--- src/rtl/fetch_aligner_if.sv ---
// fetch_aligner_if: bundles the redirect, memory and instruction handshake signals of the fetch aligner
interface fetch_aligner_if;
  logic        flush_i;
  logic [31:0] flush_pc_i;
  logic        imem_req_o;
  logic [31:0] imem_addr_o;
  logic        imem_gnt_i;
  logic        imem_rvalid_i;
  logic [31:0] imem_rdata_i;
  logic        instr_valid_o;
  logic        instr_ready_i;
  logic [31:0] instr_raw_o;
  logic [31:0] instr_pc_o;
  logic        instr_compressed_o;
  modport master (
    input  flush_i, flush_pc_i, imem_gnt_i, imem_rvalid_i, imem_rdata_i, instr_ready_i,
    output imem_req_o, imem_addr_o, instr_valid_o, instr_raw_o, instr_pc_o, instr_compressed_o
  );
  modport slave (
    output flush_i, flush_pc_i, imem_gnt_i, imem_rvalid_i, imem_rdata_i, instr_ready_i,
    input  imem_req_o, imem_addr_o, instr_valid_o, instr_raw_o, instr_pc_o, instr_compressed_o
  );
endinterface

--- src/rtl/fetch_aligner.sv ---
// fetch_aligner: word fetch sequencer with a 3-halfword queue extracting mixed 16/32-bit instructions
module fetch_aligner #(
  parameter logic [31:0] RESET_PC = 32'h0000_0000
) (
  input logic       clk,
  input logic       rst,
  fetch_aligner_if.master bus
);
  typedef enum logic [1:0] {RUN, WAIT, DRAIN} state_t;
  state_t      state;
  logic [15:0] q [3];
  logic [15:0] qn [3];
  logic [15:0] ph [2];
  logic [1:0]  count, pop_n, push_n, rem;
  logic [31:0] fetch_addr, out_pc;
  logic        skip_low, is32, valid, req, take, fire;
  assign is32   = q[0][1:0] == 2'b11;
  assign valid  = !rst && !bus.flush_i && (is32 ? count >= 2'd2 : count != 2'd0);
  assign req    = !rst && state == RUN && count <= 2'd1 && !bus.flush_i;
  assign take   = state == WAIT && bus.imem_rvalid_i;
  assign fire   = valid && bus.instr_ready_i;
  assign pop_n  = fire ? (is32 ? 2'd2 : 2'd1) : 2'd0;
  assign push_n = take ? (skip_low ? 2'd1 : 2'd2) : 2'd0;
  assign rem    = count - pop_n;
  assign ph[0]  = skip_low ? bus.imem_rdata_i[31:16] : bus.imem_rdata_i[15:0];
  assign ph[1]  = bus.imem_rdata_i[31:16];
  // Next queue: surviving entries shift down by the pop amount, new halfwords land right after them.
  // Only one request is ever in flight and it issues with count<=1, so the queue never overflows.
  for (genvar i = 0; i < 3; i++) begin : g_q
    logic [2:0] k;
    assign k     = 3'(i) + {1'b0, pop_n};
    assign qn[i] = k < {1'b0, count} ? q[k[1:0]] : ph[k[0] ^ count[0]];
  end
  assign bus.imem_req_o         = req;
  assign bus.imem_addr_o        = rst ? 32'h0 : fetch_addr;
  assign bus.instr_valid_o      = valid;
  assign bus.instr_raw_o        = rst ? 32'h0 : is32 ? {q[1], q[0]} : {q[0], 16'h0000};
  assign bus.instr_pc_o         = rst ? 32'h0 : out_pc;
  assign bus.instr_compressed_o = !rst && !is32;
  // Fetch FSM, halfword queue and PC tracking; a redirect beats response, handshake and grant.
  always_ff @(posedge clk) begin
    if (rst) begin
      state      <= RUN;
      count      <= 2'd0;
      fetch_addr <= {RESET_PC[31:2], 2'b00};
      skip_low   <= RESET_PC[1];
      out_pc     <= {RESET_PC[31:1], 1'b0};
    end else if (bus.flush_i) begin
      count      <= 2'd0;
      out_pc     <= bus.flush_pc_i & ~32'd1;
      fetch_addr <= bus.flush_pc_i & ~32'd3;
      skip_low   <= bus.flush_pc_i[1];
      state      <= bus.imem_rvalid_i ? RUN : state == WAIT ? DRAIN : state;
    end else begin
      q      <= qn;
      count  <= rem + push_n;
      out_pc <= out_pc + {29'd0, pop_n, 1'b0};
      if (req && bus.imem_gnt_i) begin
        state      <= WAIT;
        fetch_addr <= fetch_addr + 32'd4;
      end else if (state != RUN && bus.imem_rvalid_i) begin
        state <= RUN;
        if (state == WAIT) skip_low <= 1'b0;
      end
    end
  end
endmodule

--- src/flat_wrapper.sv ---
// flat-port wrapper written by rule: the top's interface ports become plain ports
module fetch_aligner_flat 
#(
  parameter logic [31:0] RESET_PC = 32'h0000_0000
)
  (clk, rst, bus_flush_i, bus_flush_pc_i, bus_imem_gnt_i, bus_imem_rvalid_i, bus_imem_rdata_i, bus_instr_ready_i, bus_imem_req_o, bus_imem_addr_o, bus_instr_valid_o, bus_instr_raw_o, bus_instr_pc_o, bus_instr_compressed_o);
  fetch_aligner_if bus_i ();
  input logic clk;
  input logic rst;
  input wire logic [$bits(bus_i.flush_i)-1:0] bus_flush_i;
  input wire logic [$bits(bus_i.flush_pc_i)-1:0] bus_flush_pc_i;
  input wire logic [$bits(bus_i.imem_gnt_i)-1:0] bus_imem_gnt_i;
  input wire logic [$bits(bus_i.imem_rvalid_i)-1:0] bus_imem_rvalid_i;
  input wire logic [$bits(bus_i.imem_rdata_i)-1:0] bus_imem_rdata_i;
  input wire logic [$bits(bus_i.instr_ready_i)-1:0] bus_instr_ready_i;
  output wire logic [$bits(bus_i.imem_req_o)-1:0] bus_imem_req_o;
  output wire logic [$bits(bus_i.imem_addr_o)-1:0] bus_imem_addr_o;
  output wire logic [$bits(bus_i.instr_valid_o)-1:0] bus_instr_valid_o;
  output wire logic [$bits(bus_i.instr_raw_o)-1:0] bus_instr_raw_o;
  output wire logic [$bits(bus_i.instr_pc_o)-1:0] bus_instr_pc_o;
  output wire logic [$bits(bus_i.instr_compressed_o)-1:0] bus_instr_compressed_o;
  assign bus_i.flush_i = bus_flush_i;
  assign bus_i.flush_pc_i = bus_flush_pc_i;
  assign bus_i.imem_gnt_i = bus_imem_gnt_i;
  assign bus_i.imem_rvalid_i = bus_imem_rvalid_i;
  assign bus_i.imem_rdata_i = bus_imem_rdata_i;
  assign bus_i.instr_ready_i = bus_instr_ready_i;
  assign bus_imem_req_o = bus_i.imem_req_o;
  assign bus_imem_addr_o = bus_i.imem_addr_o;
  assign bus_instr_valid_o = bus_i.instr_valid_o;
  assign bus_instr_raw_o = bus_i.instr_raw_o;
  assign bus_instr_pc_o = bus_i.instr_pc_o;
  assign bus_instr_compressed_o = bus_i.instr_compressed_o;
  fetch_aligner #(.RESET_PC(RESET_PC)) u_core (.clk(clk), .rst(rst), .bus(bus_i));
endmodule
--- config.mk ---
export PLATFORM = sky130hd
export DESIGN_NAME = fetch_aligner_flat
export DESIGN_NICKNAME = d
export VERILOG_FILES = /design/src/rtl/fetch_aligner_if.sv /design/src/rtl/fetch_aligner.sv /design/src/flat_wrapper.sv
export SDC_FILE = /design/constraint.sdc
export NUM_CORES = 1
export LEC_CHECK = 0
export CAP_MARGIN = 20
export CORE_MARGIN = 8
export CORE_UTILIZATION = 55
export CTS_CLUSTER_DIAMETER = 60
export DETAILED_ROUTE_END_ITERATION = 7
export GPL_ROUTABILITY_DRIVEN = 0
export PLACE_DENSITY_LB_ADDON = 0.05
export SLEW_MARGIN = 20
export SYNTH_ARGS = -nofsm -noshare
export SYNTH_HDL_FRONTEND = slang
export SYNTH_SLANG_ARGS = --single-unit
--- constraint.sdc ---
create_clock -name clk -period 10.73 [get_ports clk]
set_input_delay 2.6825 -clock clk [delete_from_list [all_inputs] [get_ports clk]]
set_output_delay 2.6825 -clock clk [all_outputs]
set_load 0.1 [all_outputs]
Word level (Yosys, flattened, before mapping) --
Cells that the tools add are included.
Word-level totals: flip-flop bits (word level) 117, input port bits 70, word-level logic and storage cells 109
Cells by class: $add $sub $neg 6, magnitude comparators 11, equality and inequality tests 4, muxes and demuxes 43, bitwise gates (word level) 11, reductions and logical operators 24
Operators with widths (count):
- $mux W16 | 19
- $mux W32 | 7
- $bmux W16 S2 | 3
- $add A32 B3 Y32 | 1
- $add A32 B3 Y32 const B | 1
- $mux W2 | 9
- $logic_and A1 B1 Y1 | 10
- $reduce_bool A2 Y1 | 5
- $ge A3 B3 Y1 const B | 3
- $not A2 Y3 | 3
- $ge A2 B2 Y1 const B | 4
- $lt A3 B2 Y1 | 2
- $not A1 Y2 | 3
- $mux W1 | 5
- $reduce_and A2 Y1 | 2
- $add A1 B2 Y3 const A | 1
- $add A2 B2 Y3 const A | 1
- $logic_not A1 Y1 | 3
- $ne A3 B1 Y1 const B | 1
- $reduce_and A3 Y1 | 1
- $reduce_bool A3 Y1 | 1
- $xor A1 B1 Y1 | 3
- $add A2 B2 Y2 | 1
- $eq A2 B1 Y1 const B | 1
- 8 further kinds | 9

Logic depth before layout (Yosys ltp) --
Gate-level depths: netlist of run 1.
depth in word-level cells 12, mapped depth 14, gate-level depth less buffers 10

Worst setup path before layout of run 1 --
Ideal clock, no wire load.
kind input-to-output, start point input bus_flush_i, end point output bus_imem_req_o, arrival time 6002 ps, required time 8048 ps, path slack 2045 ps, stages on the path 4, buffers on the path 2, path through buf_2 > or2_1 > buf_4 > nor4_1
On the way: longest elaborated chain between the ends 2
RTL lines:
- from (decl) | line flat_wrapper.sv:10 | input wire logic [$bits(bus_i.flush_i)-1:0] bus_flush_i;
- $logic_not A1 Y1 | line fetch_aligner.sv:19 | assign req = !rst && state == RUN && count <= 2'd1 && !bus.flush_i;
- $logic_and A1 B1 Y1 | line fetch_aligner.sv:19
- to (decl) | line flat_wrapper.sv:16 | output wire logic [$bits(bus_i.imem_req_o)-1:0] bus_imem_req_o;
No other way between the ends.

Worst setup path after layout of run 1 --
start point input rst, end point output bus_instr_raw_o[13]
On the way: longest elaborated chain between the ends 1
RTL lines:
- from (decl) | line flat_wrapper.sv:9 | input logic rst;
- $mux W32 | line fetch_aligner.sv:37 | assign bus.instr_raw_o = rst ? 32'h0 : is32 ? {q[1], q[0]} : {q[0], 16'h0000};
- to (decl) | line flat_wrapper.sv:19 | output wire logic [$bits(bus_i.instr_raw_o)-1:0] bus_instr_raw_o;
No other way between the ends.

==> results.toml, run 1 <==
[final_layout]
final_core_util_pct = 72.7
layout-drive-gt1-share_pct = 4.91
antenna_cells = 0
syn2layout_area_growth_pct = 29.9
post_layout_net_count = 1069
commonest_non_fill_non_tap_cell_in_the_layout = "clkdlybuf4s50_1"
most_frequent_cells_in_the_layout = "clkdlybuf4s50_1 (163), nand2_1 (86), a21oi_1 (66), dfxtp_1 (66), nor2b_1 (60)"

[detailed_routing]
drtIter0Drc = 566
route.antenna.remaining_nets = 0
wire_per_inst_um = 19.0
post_drt_via_cell_ratio = 5.97
wl_um = 22300
detail_route.drc_violations = 0
drtPass1Iterations = 5
dr_total_vias = 7009

[sta]
final_hold_viol_count = 0
timing_max_transition_violations_final = 0
final.period_utilization_pct = 75.4
worst_clk_skew_ns = 0.0109
relative_slew_slack_pct = 32.4
post-route-worst-setup-slack_ns = 2.64
max_freq_mhz = 124
post_layout_min_period_ns = 8.09
fin_hold_ws_ns = 0.533
max_slew.worst_pin.slew_ns = 1.01
final-setup-viol-count = 0
rsz0062_at_grt = "false"
final.setup.tns_ns = 0

[yosys]
synthXorXnorAreaFrac_pct = 6.41
synth_fa_ha_area_share_pct = 2.58
synth_ff_type = "dfxtp_1"
synth-compound-area-share_pct = 17.0
ys_async_sr_fraction_pct = 0
synth_area_per_cell_um2 = 8.64
synthCells = 854
seq_area_frac_synth_pct = 37.4
synth.yosys.warnings = 0
synthSimpleGateAreaFrac_pct = 23.8
ys_ff_latch = 114
synth_top_family_by_area = "simple AND/OR/NAND/NOR gates"
mappedNetlistArea_um2 = 7380
muxShareOfSynthArea_pct = 6.78
yosys.cell_types.count = 52
synth_enable_flop_cells = 48

[clocking]
post_cts.repair.setup_buffers = 0
clock_sinks = 114
cts.root.buffer_cell = "clkbuf_16"
clock_path_buffers = 2
cts_buffers = 17
htreeDepth = 4
cts_resized = 0
clk_transition_reported_paths_ns = 0.05
postCtsHoldBufs = 0
tritoncts = "yes"
clk_latency_ns = 0.42

[power]
power.total_w = 0.00131
power.density_nw_per_um2 = 137
vdd_drop_max_mv = 0.0922
p_leak_nw = 3.49

[setup_path]
cp_slowest_stage_delay_ns = 1.15
criticalPathCategory = "in -> out"
critPathLaunchType = "input pin"
type_of_element_capturing_the_critical_path = "primary output"
arrival_ns = 5.41
critical_path_required_ns = 8.05
timing.critical_path.mode_cell = "buf_4"
crit_path_cell_trace = "buf_4 -> buf_4 -> nor2_2 -> and2_1 -> clkdlybuf4s50_1"
path_max_fanout = 68
crit_slowest_cell = "clkdlybuf4s50_1"

[placed_design]
pre_cts_setup_slack_ns = 2.32
dp.final_hpwl_um = 15000
placement.io_buffers = 164

[grt]
global_route.overflow_total = 0
largest_net_degree_at_the_start_of_global_routing = 69
antenna_found_initial = 0
via_count_of_the_first_global_routing_pass = 7207
grtUsageTotal_pct = 25.1
first_pass_grt_wire_length_um = 36000

[hold_path]
hp-class = "reg -> reg"

[die]
io-pin-count = 169
start_util_pct = 55.9
chipWidth_um = 132
rows = 42
die_height_um = 132
dieArea_um2 = 17400
floorplan.core_area_um2 = 13200

[status]
outcome = "complete, no violations"

[run]
drv.max_cap_violation_count = 0
[Yosys cell counts, types with 3 or more instances]
library cell | count | area (µm²)
a211oi_1 | 17 | 128
a21boi_0 | 29 | 218
a21boi_1 | 11 | 82.6
a21oi_1 | 67 | 335
a31oi_1 | 6 | 37.5
and2_1 | 22 | 138
and3_1 | 39 | 244
and4_1 | 9 | 78.8
buf_1 | 5 | 18.8
buf_2 | 10 | 50.1
buf_4 | 8 | 60.1
clkbuf_1 | 39 | 146
dfxtp_1 | 66 | 1320
edfxtp_1 | 48 | 1440
ha_1 | 12 | 150
inv_1 | 37 | 139
mux2i_1 | 50 | 500
nand2_1 | 86 | 323
nand3_1 | 29 | 145
nand3b_1 | 3 | 22.5
nand4_1 | 22 | 138
nor2_1 | 20 | 75.1
nor2b_1 | 60 | 375
nor3_1 | 7 | 35.0
nor4_1 | 5 | 31.3
o211ai_1 | 4 | 30.0
o21a_1 | 5 | 37.5
o21ai_0 | 18 | 90.1
o22ai_1 | 34 | 213
o31a_1 | 5 | 43.8
xnor2_1 | 17 | 149
xor2_1 | 37 | 324
[metrics by stage]
step / area (µm²) / instances
4_1_cts: 9560 / 1173
2_1_floorplan: 7390 / 856
6_report: 9590 / 1174
5_1_grt: 9590 / 1174
3_5_place_dp: 9040 / 1141
3_3_place_gp: 9040 / 1141
[final timing paths]
kind	startpoint	endpoint	slack (ns)	depth (start not counted)
worst max-delay path	rst	bus_instr_raw_o[13]	2.64	5
worst min-delay path	u_core.skip_low$_SDFFE_PP0P_	u_core.skip_low$_SDFFE_PP0P_	0.53	2
worst max register to register	u_core.q[33]$_DFFE_PP_	u_core.q[18]$_DFFE_PP_	5.59	7
worst min register to register	u_core.skip_low$_SDFFE_PP0P_	u_core.skip_low$_SDFFE_PP0P_	0.53	2
[power breakdown]
group / switching [W] / internal, W / leakage [nW] / total, W
clock: 0.000192 / 0.000320 / 0.261 / 0.000512
combinational: 0.000200 / 0.0000924 / 2.23 / 0.000292
sequential: 0.0000275 / 0.000482 / 0.998 / 0.000510
[state kept, by name, indices dropped and copies added, names as in the netlist]
name and count:
u_core.state 2, u_core.count 2, u_core.out_pc 31, u_core.q 48
u_core.skip_low 1, u_core.fetch_addr 30
[critical path: cells and delay by family]
family / cells / cell delay (ns)
buffers and inverters: 3 / 1.83
and+or+nand+nor: 2 / 0.85
[logic make-up after synthesis]
kind of cell / Yosys count
xor gates and xnor gates: 54
adders and majority gates: 14
DFF: 114
muxes: 50
buffers and inverters: 103
AOI/OAI and AO/OA: 201
and+or+nand+nor: 317
other: 1
[final cells by class]
cell class,instances,area (µm²)
Tap cell,176,220
Fill cell,1032,3600
Clock buffer,24,462
Clock inverter,8,62.6
Sequential cell,114,2760
Timing Repair Buffer,174,1720
Inverter,39,146
Multi-Input combinational cell,639,4210
[routing by layer]
metal,global-route usage (%),vias to the layer above,routed length [µm]
li1,-,3298,-
met1,28.9,3340,9170
met2,43.3,320,11200
met3,5.79,51,1360
met4,12.1,0,571
met5,0,-,0
No activity file was read; power rests on OpenSTA's default activity.
==> inputs of run 2 (changes only) <==
--- a/config.mk
+++ b/config.mk
@@ -7,7 +7,7 @@
 export LEC_CHECK = 0
 export CAP_MARGIN = 20
 export CORE_MARGIN = 8
-export CORE_UTILIZATION = 55
+export CORE_UTILIZATION = 51
 export CTS_CLUSTER_DIAMETER = 60
 export DETAILED_ROUTE_END_ITERATION = 7
 export GPL_ROUTABILITY_DRIVEN = 0
==> constraint.sdc (replaced) <==
create_clock -name clk -period 8.1 [get_ports clk]
set_input_delay 2.025 -clock clk [delete_from_list [all_inputs] [get_ports clk]]
set_output_delay 2.025 -clock clk [all_outputs]
set_load 0.1 [all_outputs]
==> run 2 against run 1 <==
Compared with the run above:
- largest power group unchanged
- via count grew 0.54%
- cell count grew 0.94%
- design area grew 1.6%
- worst hold slack lost 0.0032 ns
- clock power grew 60%
- sequential share of layout area shrank 0.44 points
- total power grew 43%
- critical path depth shrank 1
- routed wire length grew 1.6%
- clock skew shrank 0.0059 ns
- global-route usage shrank 1.1 points
- non-clock buffer count grew 3
==> results.toml, run 2 (same netlist as run 1, synthesis figures left out) <==
[status]
outcome = "complete, no violations"

[final_layout]
largestRegisters = "u_core.q (48), u_core.out_pc (31), u_core.fetch_addr (30)"
most_frequent_cells_in_the_layout = "clkdlybuf4s50_1 (161), nand2_1 (86), a21oi_1 (66), dfxtp_1 (66), nor2b_1 (60)"
syn2layout_area_growth_pct = 32.0
post_layout_net_count = 1072
antenna_cells = 0
commonest_non_fill_non_tap_cell_in_the_layout = "clkdlybuf4s50_1"
multiInputGateArea_um2 = 4210
largest_register = "u_core.q"
final-seq-area_um2 = 2760
final_core_util_pct = 68.0
largest_register_ff_count = 48
layout-drive-gt1-share_pct = 6.09
fillers = 1192

[sta]
final.setup.tns_ns = 0
max_slew.worst_pin.slew_ns = 1.13
timing_max_transition_violations_final = 0
worst_clk_skew_ns = 0.00503
final_hold_viol_count = 0
final-setup-viol-count = 0
post_layout_min_period_ns = 6.40
relative_slew_slack_pct = 24.3
rsz0062_at_grt = "false"
final.period_utilization_pct = 79.1
max_freq_mhz = 156
post-route-worst-setup-slack_ns = 1.70
fin_hold_ws_ns = 0.530

[detailed_routing]
route.antenna.remaining_nets = 0
drtPass1Iterations = 6
wl_um = 22600
drtIter0Drc = 457
highest-signal-layer = "met4"
met1Wirelength_um = 8980
wire_per_inst_um = 19.1
dr_total_vias = 7047
post_drt_via_cell_ratio = 5.95
wl_met2_um = 11400
met3_wire_length_um = 1660
detail_route.drc_violations = 0

[grt]
largest_net_degree_at_the_start_of_global_routing = 79
via_count_of_the_first_global_routing_pass = 7084
first_pass_grt_wire_length_um = 36000
grtUsageTotal_pct = 24.0
antenna_found_initial = 0
global_route.overflow_total = 0

[power]
power.clock.fraction_pct = 43.5
p_sw_share_pct = 30.2
p_int_w = 0.00131
combinationalPowerShare_pct = 20.6
power.density_nw_per_um2 = 193
p_seq_share_pct = 35.9
vdd_drop_max_mv = 0.173
p_leak_nw = 3.57
p_switching_w = 0.000566

[setup_path]
type_of_element_capturing_the_critical_path = "primary output"
criticalPathCategory = "in -> out"
path_max_fanout = 78
critical_path_required_ns = 6.08
critPathLaunchType = "input pin"
arrival_ns = 4.38

[clocking]
cts_buffers = 17
postCtsHoldBufs = 0
tritoncts = "yes"
post_cts.repair.setup_buffers = 0
clk_transition_reported_paths_ns = 0.05
htreeDepth = 4
clk_latency_ns = 0.41
clock_sinks = 114
clock_path_buffers = 2
cts.root.buffer_cell = "clkbuf_16"
cts_resized = 0

[run]
drv.max_cap_violation_count = 0

[placed_design]
placement.io_buffers = 164
pre_cts_setup_slack_ns = 1.40
dp.final_hpwl_um = 15400

[die]
die_height_um = 136
rows = 44
start_util_pct = 51.5
floorplan.core_area_um2 = 14300
dieArea_um2 = 18600
chipWidth_um = 136
io-pin-count = 169

[hold_path]
hp-class = "reg -> reg"
run 2: cell type report:
cell class | count | area share, %
clock buffer | 26 | 5.90
clock inverter | 6 | 0.835
inverter | 39 | 1.50
multi-input combinational | 639 | 43.2
sequential | 114 | 28.4
tap | 184 | 2.36
timing repair buffer | 177 | 17.8
run 2: layer usage:
layer	GRT usage [%]	vias to the layer above
met3	5.14	44
met5	0	-
met4	10.8	0
met1	27.3	3392
met2	42.3	307
li1	-	3304
run 2: worst paths after layout:
| path | start | to | slack, ns | cells past startpoint |
|---|---|---|---|---|
| worst max-delay path | rst | bus_imem_addr_o[8] | 1.70 | 4 |
| worst min-delay path | u_core.fetch_addr[13]$_SDFFE_PP0P_ | u_core.fetch_addr[13]$_SDFFE_PP0P_ | 0.53 | 2 |
| worst max register to register | u_core.q[33]$_DFFE_PP_ | u_core.q[30]$_DFFE_PP_ | 3.47 | 8 |
| worst min register to register | u_core.fetch_addr[13]$_SDFFE_PP0P_ | u_core.fetch_addr[13]$_SDFFE_PP0P_ | 0.53 | 2 |
run 2: per-stage QoR:
stage / cell area [µm²] / power (W) / instances
after global placement: 9070 / 0.00106 / 1153
final: 9740 / 0.00188 / 1185
after global routing: 9740 / 0.00193 / 1185
after floorplan: 7390 / 0.000953 / 856
after CTS: 9730 / 0.00188 / 1185
after detailed placement: 9070 / 0.00107 / 1153
run 2: critical path, cell delays in order:
cell             delay [ns]
buf_4                  0.40
buf_4                  0.70
nor2b_1                0.18
clkdlybuf4s50_1        1.02
run 2: power by group through the flow:
stage	Sequential, W	Combinational [W]	Clock [W]
final	0.000674	0.000386	0.000817
after detailed placement	0.000684	0.000385	0
after floorplan	0.000673	0.000280	0
after global placement	0.000682	0.000380	0
after CTS	0.000673	0.000386	0.000824
after global routing	0.000679	0.000406	0.000848
==> inputs of run 3 (changes only) <==
--- a/config.mk
+++ b/config.mk
@@ -7,7 +7,7 @@
 export LEC_CHECK = 0
 export CAP_MARGIN = 20
 export CORE_MARGIN = 8
-export CORE_UTILIZATION = 51
+export CORE_UTILIZATION = 46
 export CTS_CLUSTER_DIAMETER = 60
 export DETAILED_ROUTE_END_ITERATION = 7
 export GPL_ROUTABILITY_DRIVEN = 0
==> constraint.sdc (replaced) <==
create_clock -name clk -period 5.75 [get_ports clk]
set_input_delay 1.4375 -clock clk [delete_from_list [all_inputs] [get_ports clk]]
set_output_delay 1.4375 -clock clk [all_outputs]
set_load 0.1 [all_outputs]
==> run 3 against run 2 <==
Compared with the run above:
- worst setup slack worse by 0.58 ns
- critical path depth is 7 higher
- sequential share of layout area is 0.36 points higher
- critical endpoint is now u_core.q[31]$_DFFE_PP_
- flip-flop and latch count stayed put
- design area is 1.3% lower
- register-to-register slack worse by 1.8 ns
==> results.toml, run 3 (same netlist as run 1, synthesis figures left out) <==
[sta]
final.setup.tns_ns = 0
max_slew.worst_pin.slew_ns = 1.01
final-setup-viol-count = 0
final.period_utilization_pct = 80.6
final_hold_viol_count = 0
timing_max_transition_violations_final = 0
rsz0062_at_grt = "false"
post_layout_min_period_ns = 4.63
relative_slew_slack_pct = 32.8
max_freq_mhz = 216
fin_hold_ws_ns = 0.538
worst_clk_skew_ns = 0.0114

[die]
dieArea_um2 = 20300
io-pin-count = 169
die_height_um = 143
rows = 46
chipWidth_um = 143
floorplan.core_area_um2 = 15800
start_util_pct = 46.8

[placed_design]
placement.io_buffers = 164
dp.final_hpwl_um = 15000

[final_layout]
largest_register = "u_core.q"
largest_register_ff_count = 48
fillers = 1442
most_frequent_cells_in_the_layout = "buf_4 (103), nand2_1 (86), clkdlybuf4s50_1 (79), a21oi_1 (66), dfxtp_1 (66)"
largestRegisters = "u_core.q (48), u_core.out_pc (31), u_core.fetch_addr (30)"
commonest_non_fill_non_tap_cell_in_the_layout = "buf_4"
syn2layout_area_growth_pct = 30.3
final_core_util_pct = 61.0
layout-drive-gt1-share_pct = 14.8
antenna_cells = 0
post_layout_net_count = 1079

[detailed_routing]
dr_total_vias = 6740
detail_route.drc_violations = 0
drtIter0Drc = 469
drtPass1Iterations = 5
wl_um = 22100
wire_per_inst_um = 18.0
post_drt_via_cell_ratio = 5.51
route.antenna.remaining_nets = 0

[setup_path]
crit-reg2reg-capture = "u_core.out_pc[28]$_SDFF_PP0_"
regToRegStartpoint = "u_core.q[32]$_DFFE_PP_"
reg2reg_slack_ns = 1.67
criticalPathCategory = "in -> reg"
type_of_element_capturing_the_critical_path = "flip-flop"
arrival_ns = 4.74
critPathLaunchType = "input pin"
path_max_fanout = 18
critical_path_required_ns = 5.85
reg2reg_depth = 10

[grt]
first_pass_grt_wire_length_um = 34400
global_route.overflow_total = 0
antenna_found_initial = 0
largest_net_degree_at_the_start_of_global_routing = 55
via_count_of_the_first_global_routing_pass = 6535
grtUsageTotal_pct = 21.3

[clocking]
clk_transition_reported_paths_ns = 0.05
clock_sinks = 114
clk_latency_ns = 0.41
htreeDepth = 4
clock_path_buffers = 2
cts_resized = 0
cts.root.buffer_cell = "clkbuf_16"
post_cts.repair.setup_buffers = 0
postCtsHoldBufs = 0
tritoncts = "yes"
cts_buffers = 17

[hold_path]
hold-path-endpoint = "u_core.skip_low$_SDFFE_PP0P_"
hp-class = "reg -> reg"
min_delay_src = "u_core.skip_low$_SDFFE_PP0P_"
hold_depth = 2

[power]
power.density_nw_per_um2 = 269
p_leak_nw = 3.74
vdd_drop_max_mv = 0.231

[status]
outcome = "complete, no violations"

[run]
drv.max_cap_violation_count = 0
## run 3: worst max path at each step
stage,start,cells after the start,end
after global placement,bus_flush_i,11,u_core.out_pc[30]$_SDFF_PP0_
after detailed placement,bus_flush_i,11,u_core.out_pc[20]$_SDFF_PP0_
final,bus_flush_i,11,u_core.q[31]$_DFFE_PP_
after global routing,bus_flush_i,11,u_core.out_pc[20]$_SDFF_PP0_
after floorplan,rst,3,bus_instr_raw_o[16]
after CTS,bus_flush_i,11,u_core.out_pc[20]$_SDFF_PP0_
## run 3: per-layer routing
| layer | up-vias | track usage (%) | part of all wire, % |
|---|---|---|---|
| li1 | 3332 | - | - |
| met1 | 3167 | 25.7 | 43 |
| met2 | 222 | 36.7 | 49 |
| met3 | 19 | 5.24 | 6.7 |
| met4 | 0 | 6.15 | 1.2 |
| met5 | - | 0 | 0 |
## run 3: final cells by class
type | count | area, µm² | share of cell area, %
Inverter | 39 | 146 | 1.52
Multi-Input combinational cell | 639 | 4210 | 43.8
Clock buffer | 26 | 563 | 5.86
Clock inverter | 6 | 60.1 | 0.625
Timing Repair Buffer | 184 | 1600 | 16.7
Sequential cell | 114 | 2760 | 28.7
Tap cell | 216 | 270 | 2.81
## run 3: metrics by stage
step	instances	power [W]	setup slack (ns)	area, µm²
3_3_place_gp	1192	0.00150	0.645	8990
5_1_grt	1224	0.00267	0.870	9610
4_1_cts	1224	0.00260	1.07	9610
2_1_floorplan	856	0.00134	0.251	7390
3_5_place_dp	1192	0.00150	0.642	8990
6_report	1224	0.00259	1.12	9610
## run 3: worst max-delay path: stages
cell	delay [ns]
clkdlybuf4s50_1	0.45
or2_1	0.25
buf_4	0.20
inv_2	0.07
o2111a_1	0.24
inv_2	0.19
fa_1	0.51
o31a_1	0.30
buf_4	0.21
a31oi_2	0.55
buf_4	0.32
## run 3: power by group
| part | total, W | switching [W] | internal (W) |
|---|---|---|---|
| registers | 0.000950 | 0.0000508 | 0.000899 |
| logic | 0.000537 | 0.000370 | 0.000167 |
| clock network | 0.00110 | 0.000384 | 0.000718 |
